===== src/rtl/pll_rst_seq.sv =====
// PLL reset / lock-qualify / ordered domain-release sequencer, clocked by the free-running reference.
// All outputs registered; pll_locked_i sees 2 cycles of synchronizer latency. No backpressure.
module pll_rst_seq #(
    parameter int PLL_RST_CYC  = 16,
    parameter int LOCK_TIMEOUT = 4096,
    parameter int LOCK_STABLE  = 256,
    parameter int SEQ_GAP      = 8,
    parameter int N_DOM        = 2,
    parameter int MAX_RETRY    = 4
) (
    input  logic             clk_i,
    input  logic             rst_i,
    input  logic             pll_locked_i,
    output logic             pll_rst_o,
    output logic [N_DOM-1:0] dom_rst_n_o,
    output logic             ready_o,
    output logic             fault_o,
    output logic [7:0]       retry_cnt_o
);

    localparam int MAX_AB = (PLL_RST_CYC > LOCK_TIMEOUT) ? PLL_RST_CYC : LOCK_TIMEOUT;
    localparam int MAX_CD = (LOCK_STABLE > SEQ_GAP) ? LOCK_STABLE : SEQ_GAP;
    localparam int MAX_C  = (MAX_AB > MAX_CD) ? MAX_AB : MAX_CD;
    localparam int CW     = $clog2(MAX_C + 1);
    localparam int IW     = (N_DOM > 1) ? $clog2(N_DOM) : 1;

    typedef enum logic [2:0] {
        HOLD,
        WAIT_LOCK,
        STABLE,
        RELEASE,
        RUN,
        FAULT
    } state_t;

    state_t          state;
    logic [CW-1:0]   cnt;
    logic [IW-1:0]   idx;
    logic [1:0]      lock_sync;
    logic            locked_s;
    logic [7:0]      retry_inc;
    logic            give_up;
    logic            fail_now;

    always_ff @(posedge clk_i) begin
        if (rst_i) begin
            lock_sync <= 2'b00;
        end else begin
            lock_sync <= {lock_sync[0], pll_locked_i};
        end
    end

    assign locked_s  = lock_sync[1];
    assign retry_inc = (retry_cnt_o == 8'hFF) ? 8'hFF : retry_cnt_o + 8'd1;
    assign give_up   = (MAX_RETRY != 0) && (32'(retry_inc) >= 32'(MAX_RETRY));

    // Lock always beats the timeout; any locked_s=0 cycle once domains are releasing is a failure.
    assign fail_now = ((state == WAIT_LOCK) && !locked_s && (cnt == CW'(LOCK_TIMEOUT - 1)))
                   || (((state == RELEASE) || (state == RUN)) && !locked_s);

    always_ff @(posedge clk_i) begin
        if (rst_i) begin
            state       <= HOLD;
            cnt         <= '0;
            idx         <= '0;
            pll_rst_o   <= 1'b1;
            dom_rst_n_o <= '0;
            ready_o     <= 1'b0;
            fault_o     <= 1'b0;
            retry_cnt_o <= 8'd0;
        end else if (fail_now) begin
            retry_cnt_o <= retry_inc;
            cnt         <= '0;
            idx         <= '0;
            pll_rst_o   <= 1'b1;
            dom_rst_n_o <= '0;
            ready_o     <= 1'b0;
            fault_o     <= give_up;
            state       <= give_up ? FAULT : HOLD;
        end else begin
            case (state)
                HOLD: begin
                    pll_rst_o   <= 1'b1;
                    dom_rst_n_o <= '0;
                    ready_o     <= 1'b0;
                    if (cnt == CW'(PLL_RST_CYC - 1)) begin
                        state     <= WAIT_LOCK;
                        cnt       <= '0;
                        pll_rst_o <= 1'b0;
                    end else begin
                        cnt <= cnt + CW'(1);
                    end
                end

                WAIT_LOCK: begin
                    // The cycle that first sees lock counts toward LOCK_STABLE.
                    if (locked_s) begin
                        cnt <= '0;
                        if (LOCK_STABLE == 1) begin
                            state       <= RELEASE;
                            idx         <= '0;
                            dom_rst_n_o <= N_DOM'(1);
                        end else begin
                            state <= STABLE;
                        end
                    end else begin
                        cnt <= cnt + CW'(1);
                    end
                end

                STABLE: begin
                    if (!locked_s) begin
                        state <= WAIT_LOCK;
                        cnt   <= '0;
                    end else if (cnt == CW'(LOCK_STABLE - 2)) begin
                        state       <= RELEASE;
                        cnt         <= '0;
                        idx         <= '0;
                        dom_rst_n_o <= N_DOM'(1);
                    end else begin
                        cnt <= cnt + CW'(1);
                    end
                end

                RELEASE: begin
                    if (cnt == CW'(SEQ_GAP - 1)) begin
                        cnt <= '0;
                        if (idx == IW'(N_DOM - 1)) begin
                            state   <= RUN;
                            ready_o <= 1'b1;
                        end else begin
                            idx         <= idx + IW'(1);
                            dom_rst_n_o <= (dom_rst_n_o << 1) | N_DOM'(1);
                        end
                    end else begin
                        cnt <= cnt + CW'(1);
                    end
                end

                RUN: begin
                    ready_o <= 1'b1;
                end

                FAULT: begin
                    pll_rst_o   <= 1'b1;
                    dom_rst_n_o <= '0;
                    ready_o     <= 1'b0;
                    fault_o     <= 1'b1;
                end

                default: begin
                    state       <= HOLD;
                    cnt         <= '0;
                    idx         <= '0;
                    pll_rst_o   <= 1'b1;
                    dom_rst_n_o <= '0;
                    ready_o     <= 1'b0;
                end
            endcase
        end
    end

endmodule


===== config.mk =====
export PLATFORM = sky130hd
export DESIGN_NAME = pll_rst_seq
export DESIGN_NICKNAME = d
export VERILOG_FILES = /design/src/rtl/pll_rst_seq.sv
export SDC_FILE = /design/constraint.sdc
export NUM_CORES = 1
export LEC_CHECK = 0
export BUFFER_PORTS_ARGS = -buffer_cell sky130_fd_sc_hd__buf_2
export CAP_MARGIN = 40
export CORE_MARGIN = 10
export CORE_UTILIZATION = 59
export CTS_CLUSTER_DIAMETER = 150
export CTS_CLUSTER_SIZE = 28
export DETAILED_ROUTE_END_ITERATION = 8
export GPL_ROUTABILITY_DRIVEN = 0
export GPL_TIMING_DRIVEN = 0
export PLACE_DENSITY = 0.79
export SETUP_SLACK_MARGIN = 0.2
export SLEW_MARGIN = 20
export SYNTH_ARGS = -nofsm -noshare
export SYNTH_HDL_FRONTEND = slang
export SYNTH_SLANG_ARGS = --single-unit

===== constraint.sdc =====
create_clock -name clk_i -period 5.5 [get_ports clk_i]
set_input_delay 0.55 -clock clk_i [delete_from_list [all_inputs] [get_ports clk_i]]
set_output_delay 0.55 -clock clk_i [all_outputs]
set_load 0.02 [all_outputs]

==> results.yml, run 1 <==
placed_design:
  post-place-ws_ns: 3.016
  dp_hpwl_mm: 3.147
  place_inst: 263
  port_buffers: 15
flow_run:
  maxCapViolCount: 0
grt:
  grt_pass1_vias: 1626
  antenna_found_initial: 0
  grt_max_degree: 11
  grt_overflow_total: 0
  grt_pass1_wl_mm: 7.341
  grtUsageTotal_pct: 16.51
detailed_routing:
  vias: 1735
  routed_wl_mm: 4.325
  ant_nets: 0
  wl_per_cell_um: 15.96
  viasPerCell: 6.402
  drc: 0
  drtIter0Drc: 175
  firstDrtPassIters: 4
power_and_ir_drop:
  power_leakage_nw: 0.7396
  power.density_nw_per_um2: 246.5
  design_power_total_mw: 0.4800
  peakVddDrop_mv: 0.1800
finish:
  final_nets: 245
  drive_gt1_share_pct: 15.42
  antenna_cells: 0
  layout.cells.non_filler: 271
  syn_to_final_growth_pct: 9.887
die:
  row_count: 19
  initial_core_util_pct: 63.16
  ios: 16
  die_w_um: 74.80
  die_area_sq_um: 5595
  core-area_sq_um: 2805
  die_h_um: 74.80
status:
  status: "finished, final reports clean"
sta:
  maxSlewViolCount: 0
  finalCritPeriodShare_pct: 46.82
  worst_slack_ns: 2.925
  relSlewSlack_pct: 44.70
  tightest_slew_ns: 0.8296
  hold_violations: 0
  setup_viol: 0
  fin_setup_tns_ns: 0
  rsz0062_at_grt: "false"
  fin_crit_ns: 2.575
  timing.fmax_mhz: 388.3
  fin_skew_ns: 0.009852
critical_path:
  cp-end-kind: "flop"
  crit_type: "flop to flop"
  r2r_slack_ns: 2.92
  required_ns: 5.74
  start_kind: "flop"
  cp.arrival_ns: 2.81
  cp_max_fo: 10
synth:
  yosys_register_bits: 32
  ys_seq_area_share_pct: 36.16
  postSynthAreaPerCell_sq_um: 8.165
  syn_area_sq_um: 1772
  synthCells: 217
  yosys.area.top_type_share_pct: 36.16
  syn-num-nets: 223
  synth_area_leaders: "dfxtp_1 (36%), nor2_1 (6.4%), nand2_1 (4.0%)"
  async_flop_share_pct: 0
  synth-main-ff-cell: "dfxtp_1"
  ys_warn_count: 0
  synth_edf_count: 0
  synth_top_area_cell: "dfxtp_1"
  yosysUniqueCellTypes: 56
cts:
  cts_resized: 0
  path_clk_slew_ns: 0.10
  numCtsBuffers: 5
  tritoncts: "yes"
  cts_buffer_depth: 2
  htreeDepth: 2
  postCtsSetupBuffers: 0
  cts_root_buf: "clkbuf_4"
  cts_hold_buf: 0
  clock_sinks: 32
  clk_latency_ns: 0.35
min_path:
  hold_path_class: "input port to flop"
==> registers in the layout, summed over array words and instances (netlist names) <==
signal	flops
state	3
retry_cnt_o	8
fault_o	1
dom_rst_n_o	2
pll_rst_o	1
ready_o	1
idx	1
lock_sync	2
cnt	13
==> area by class of cell <==
| class | count | area (sq um) |
|---|---|---|
| multi-input combinational | 171 | 1074 |
| fill | 232 | 858.3 |
| sequential | 32 | 640.6 |
| timing repair buffer | 15 | 75.07 |
| clock buffer | 6 | 51.30 |
| buffer | 10 | 42.54 |
| tap | 31 | 38.79 |
| inverter | 4 | 15.01 |
| clock inverter | 2 | 10.01 |
==> layer usage <==
metal / GRT usage, % / wire length, um
met2: 27.09 / 2097
met4: 5.882 / 95
met5: 0 / 0
met1: 19.80 / 1891
met3: 5.388 / 241
==> where the power goes <==
part | internal [mW] | switching (mW)
Sequential | 0.244 | 0.0149
Clock | 0.0607 | 0.0850
Combinational | 0.0290 | 0.0459
==> critical path: stages, from the launching register on <==
cell	delay, ns
dfxtp_1	0.34
clkbuf_1	0.22
nor3b_1	0.50
o21ba_2	0.28
a211o_1	0.11
clkbuf_1	0.36
nor2_1	0.25
a221o_1	0.39
==> layout by cell type (no fill, tap or decap), types with 2 or more instances in the layout <==
cell | netlist | final
nor2b_1 | 4 | 4
o22ai_1 | 2 | 2
nor3_1 | 9 | 9
dfxtp_1 | 32 | 32
o311ai_1 | 3 | 3
xor2_1 | 2 | 2
and3_1 | 8 | 8
nand3_1 | 11 | 11
a311oi_1 | 3 | 3
a31oi_1 | 3 | 3
nand4_1 | 8 | 8
nand3b_1 | 2 | 2
nand2_1 | 19 | 19
or3_1 | 2 | 2
a22o_1 | 2 | 2
a2111oi_0 | 2 | 2
a21oi_1 | 11 | 11
and2_1 | 2 | 2
a211oi_1 | 5 | 5
buf_2 | 4 | 19
nor2_1 | 30 | 30
clkinv_2 | 0 | 2
o21ai_0 | 4 | 4
clkbuf_1 | 6 | 6
inv_1 | 4 | 4
a221o_1 | 2 | 2
o21ai_1 | 4 | 4
clkbuf_4 | 0 | 5
mux2i_1 | 2 | 2
ha_1 | 3 | 3
==> cells by family after synthesis <==
| group | synth area share, % |
|---|---|
| buffers and inverters | 3.248 |
| adders and majority gates | 2.119 |
| AOI/OAI and AO/OA | 22.81 |
| and+or+nand+nor | 33.05 |
| muxes | 1.130 |
| xor gates and xnor gates | 1.483 |
| DFF | 36.16 |
==> synth_stat cells, types with 2 or more instances <==
library cell and count:
o21ai_0 4, and2_1 2, nand4_1 8, nand3b_1 2, a311oi_1 3, o21ai_1 4
a22o_1 2, a221o_1 2, a21oi_1 11, nor2_1 30, o22ai_1 2, o311ai_1 3
ha_1 3, buf_2 4, dfxtp_1 32, and3_1 8, a2111oi_0 2, nand2_1 19
nand3_1 11, a211oi_1 5, inv_1 4, clkbuf_1 6, xor2_1 2, or3_1 2
nor3_1 9, a31oi_1 3, nor2b_1 4, mux2i_1 2
==> through the flow <==
step	area, sq um	hold slack, ns	util, %
2_1_floorplan	1772	0.4138	-
3_3_place_gp	1886	0.4181	67.22
3_5_place_dp	1886	0.4472	67.22
4_1_cts	1947	0.4211	69.40
5_1_grt	1947	0.4416	69.40
6_report	1947	0.4145	69.40
==> path summary, 6_finish.rpt <==
path | cells after the start | to | start
max | 7 | cnt[5]$_SDFFE_PP0N_ | state[0]$_SDFFE_PP0P_
min | 2 | lock_sync[0]$_SDFF_PP0_ | pll_locked_i
max reg2reg | 7 | cnt[5]$_SDFFE_PP0N_ | state[0]$_SDFFE_PP0P_
min reg2reg | 1 | lock_sync[1]$_SDFF_PP0_ | lock_sync[0]$_SDFF_PP0_
Note: power is estimated with default switching activity, not from simulation.
==> run 2: changes to the inputs <==
- CORE_UTILIZATION: 59 -> 58
- PLACE_DENSITY: 0.79 -> 0.78
- clock period: 5.5 -> 2.6 ns (I/O delays scaled with it)
==> run 2 against run 1 <==
Effect of this change: setup slack worse by 2.7 ns; cell count is 2.2% higher; largest cell class unchanged; critical path type unchanged; largest power group unchanged; critical path depth is 2 higher; utilization is 1.9 points higher; die area is 1.3% higher; power is 110% higher.
==> results.yml, run 2 (same netlist as run 1, synthesis figures left out) <==
detailed_routing:
  drtIter0Drc: 268
  routed_wl_mm: 4.582
  drc: 0
  top_layer_used: "met4"
  vias: 1799
  firstDrtPassIters: 4
  ant_nets: 0
  wl_met1_mm: 2.026
  wl_per_cell_um: 16.54
  wl_met3_um: 282
  viasPerCell: 6.495
  wl_met2_mm: 2.167
die:
  die_area_sq_um: 5666
  ios: 16
  core-area_sq_um: 2829
  row_count: 19
  initial_core_util_pct: 62.63
  die_w_um: 75.27
  die_h_um: 75.27
min_path:
  hold_path_class: "input port to flop"
  worstHoldEndpoint: "lock_sync[0]$_SDFF_PP0_"
  min_from: "pll_locked_i"
  hold_depth: 2
critical_path:
  crit_chain: "buf_2, and4_2, and4b_1, clkbuf_1, a211oi_4, o31ai_2, buf_4, buf_4, o311ai_1"
  worst_path_max_delay_cell: "a211oi_4"
  r2r_slack_ns: 0.27
  start_kind: "flop"
  cp-end-kind: "flop"
  crit_top_cell: "buf_4"
  rr_worst_depth: 9
  timing.rr.start: "cnt[8]$_SDFFE_PP0N_"
  critPathMaxStageDelay_ns: 0.42
  crit_type: "flop to flop"
  required_ns: 2.83
  cp_max_fo: 9
  cp.arrival_ns: 2.56
  reg2reg_to: "cnt[12]$_SDFFE_PP0N_"
grt:
  grtUsageTotal_pct: 16.25
  antenna_found_initial: 0
  grt_overflow_total: 0
  grt_pass1_wl_mm: 7.355
  grt_pass1_vias: 1681
  grt_max_degree: 11
status:
  status: "finished, final reports clean"
cts:
  cts_buffer_depth: 2
  clk_latency_ns: 0.34
  numCtsBuffers: 5
  clock_sinks: 32
  path_clk_slew_ns: 0.11
  htreeDepth: 2
  cts_root_buf: "clkbuf_4"
  tritoncts: "yes"
  cts_hold_buf: 0
placed_design:
  place_inst: 263
  dp_hpwl_mm: 3.219
  port_buffers: 15
finish:
  top_regs: "cnt (13), retry_cnt_o (8), state (3)"
  layout.cells.non_filler: 277
  multi_input_area_sq_um: 1100
  layout.cells.most_common: "dfxtp_1"
  final_nets: 252
  final_core_util_pct: 71.30
  seq_area_sq_um: 640.6
  antenna_cells: 0
  syn_to_final_growth_pct: 13.84
  top_register: "cnt"
  largest_reg_flops: 13
  drive_gt1_share_pct: 20.33
  nFillCells: 221
  final_cell_mix: "dfxtp_1 (32), nor2_1 (29), nand2_1 (19), buf_2 (18), nand3_1 (11)"
sta:
  hold_violations: 0
  timing.fmax_mhz: 429.0
  fin_setup_tns_ns: 0
  fin_skew_ns: 0.01866
  maxSlewViolCount: 0
  fin_crit_ns: 2.331
  relSlewSlack_pct: 62.69
  finalCritPeriodShare_pct: 89.65
  tightest_slew_ns: 0.5582
  rsz0062_at_grt: "true"
  setup_viol: 0
flow_run:
  maxCapViolCount: 0
power_and_ir_drop:
  power.density_nw_per_um2: 494.0
  power_leakage_nw: 0.7807
  peakVddDrop_mv: 0.3972
-- run 2: cell count changes in the layout (fill, tap and decap cells not counted), sizes merged --
cell,before,now
buf,19,26
clkinv,2,1
-- run 2: repair_timing --
| action | 4_1_cts | 5_1_grt |
|---|---|---|
| buffers inserted | 0 | 7 |
| pin swaps | 0 | 2 |
| resized for setup | 3 | 12 |
| setup endpoints to repair | 8 | 20 |
-- run 2: report_power, final --
group	leakage, nW	internal [mW]	switching (mW)
combinational	0.494	0.0741	0.104
clock	0.0281	0.0995	0.166
sequential	0.259	0.517	0.0347
total	0.781	0.691	0.305
-- run 2: area by class of cell --
type | count | area share, %
Clock inverter | 1 | 0.2481
Tap cell | 31 | 1.923
Buffer | 10 | 2.419
Timing Repair Buffer | 22 | 6.328
Clock buffer | 6 | 2.047
Inverter | 4 | 0.7444
Multi-Input combinational cell | 171 | 54.53
Sequential cell | 32 | 31.76
-- run 2: worst max-delay path by stage --
stage | from | end | slack, ns
floorplan | cnt[9]$_SDFFE_PP0N_ | state[0]$_SDFFE_PP0P_ | 0.40
global placement | state[0]$_SDFFE_PP0P_ | cnt[12]$_SDFFE_PP0N_ | 0.15
detailed placement | state[0]$_SDFFE_PP0P_ | cnt[12]$_SDFFE_PP0N_ | 0.08
CTS | cnt[9]$_SDFFE_PP0N_ | cnt[5]$_SDFFE_PP0N_ | 0.20
global route | cnt[8]$_SDFFE_PP0N_ | cnt[12]$_SDFFE_PP0N_ | 0.14
finish | cnt[8]$_SDFFE_PP0N_ | cnt[12]$_SDFFE_PP0N_ | 0.27
-- run 2: stage by stage --
step | total power [mW] | hold slack (ns) | area (sq um) | worst slack [ns]
2_1_floorplan | 0.6722 | 0.3882 | 1772 | 0.4037
3_3_place_gp | 0.7080 | 0.4218 | 1886 | 0.1489
3_5_place_dp | 0.7157 | 0.4384 | 1886 | 0.08186
4_1_cts | 0.9797 | 0.1470 | 1947 | 0.2011
5_1_grt | 1.041 | 0.1618 | 2017 | 0.1385
6_report | 0.9963 | 0.1517 | 2017 | 0.2690
-- run 2: per-layer routing --
metal,GRT usage [%],vias up
met5,0,-
met4,8.041,0
met3,4.074,14
met2,26.19,68
met1,19.74,841
li1,-,876
-- run 2: critical path: cells and delay by family (launching register included) --
family | cells | cell delay (ns)
AOI/OAI and AO/OA | 3 | 0.84
buffers and inverters | 4 | 0.67
DFF | 1 | 0.31
and+or+nand+nor | 2 | 0.39
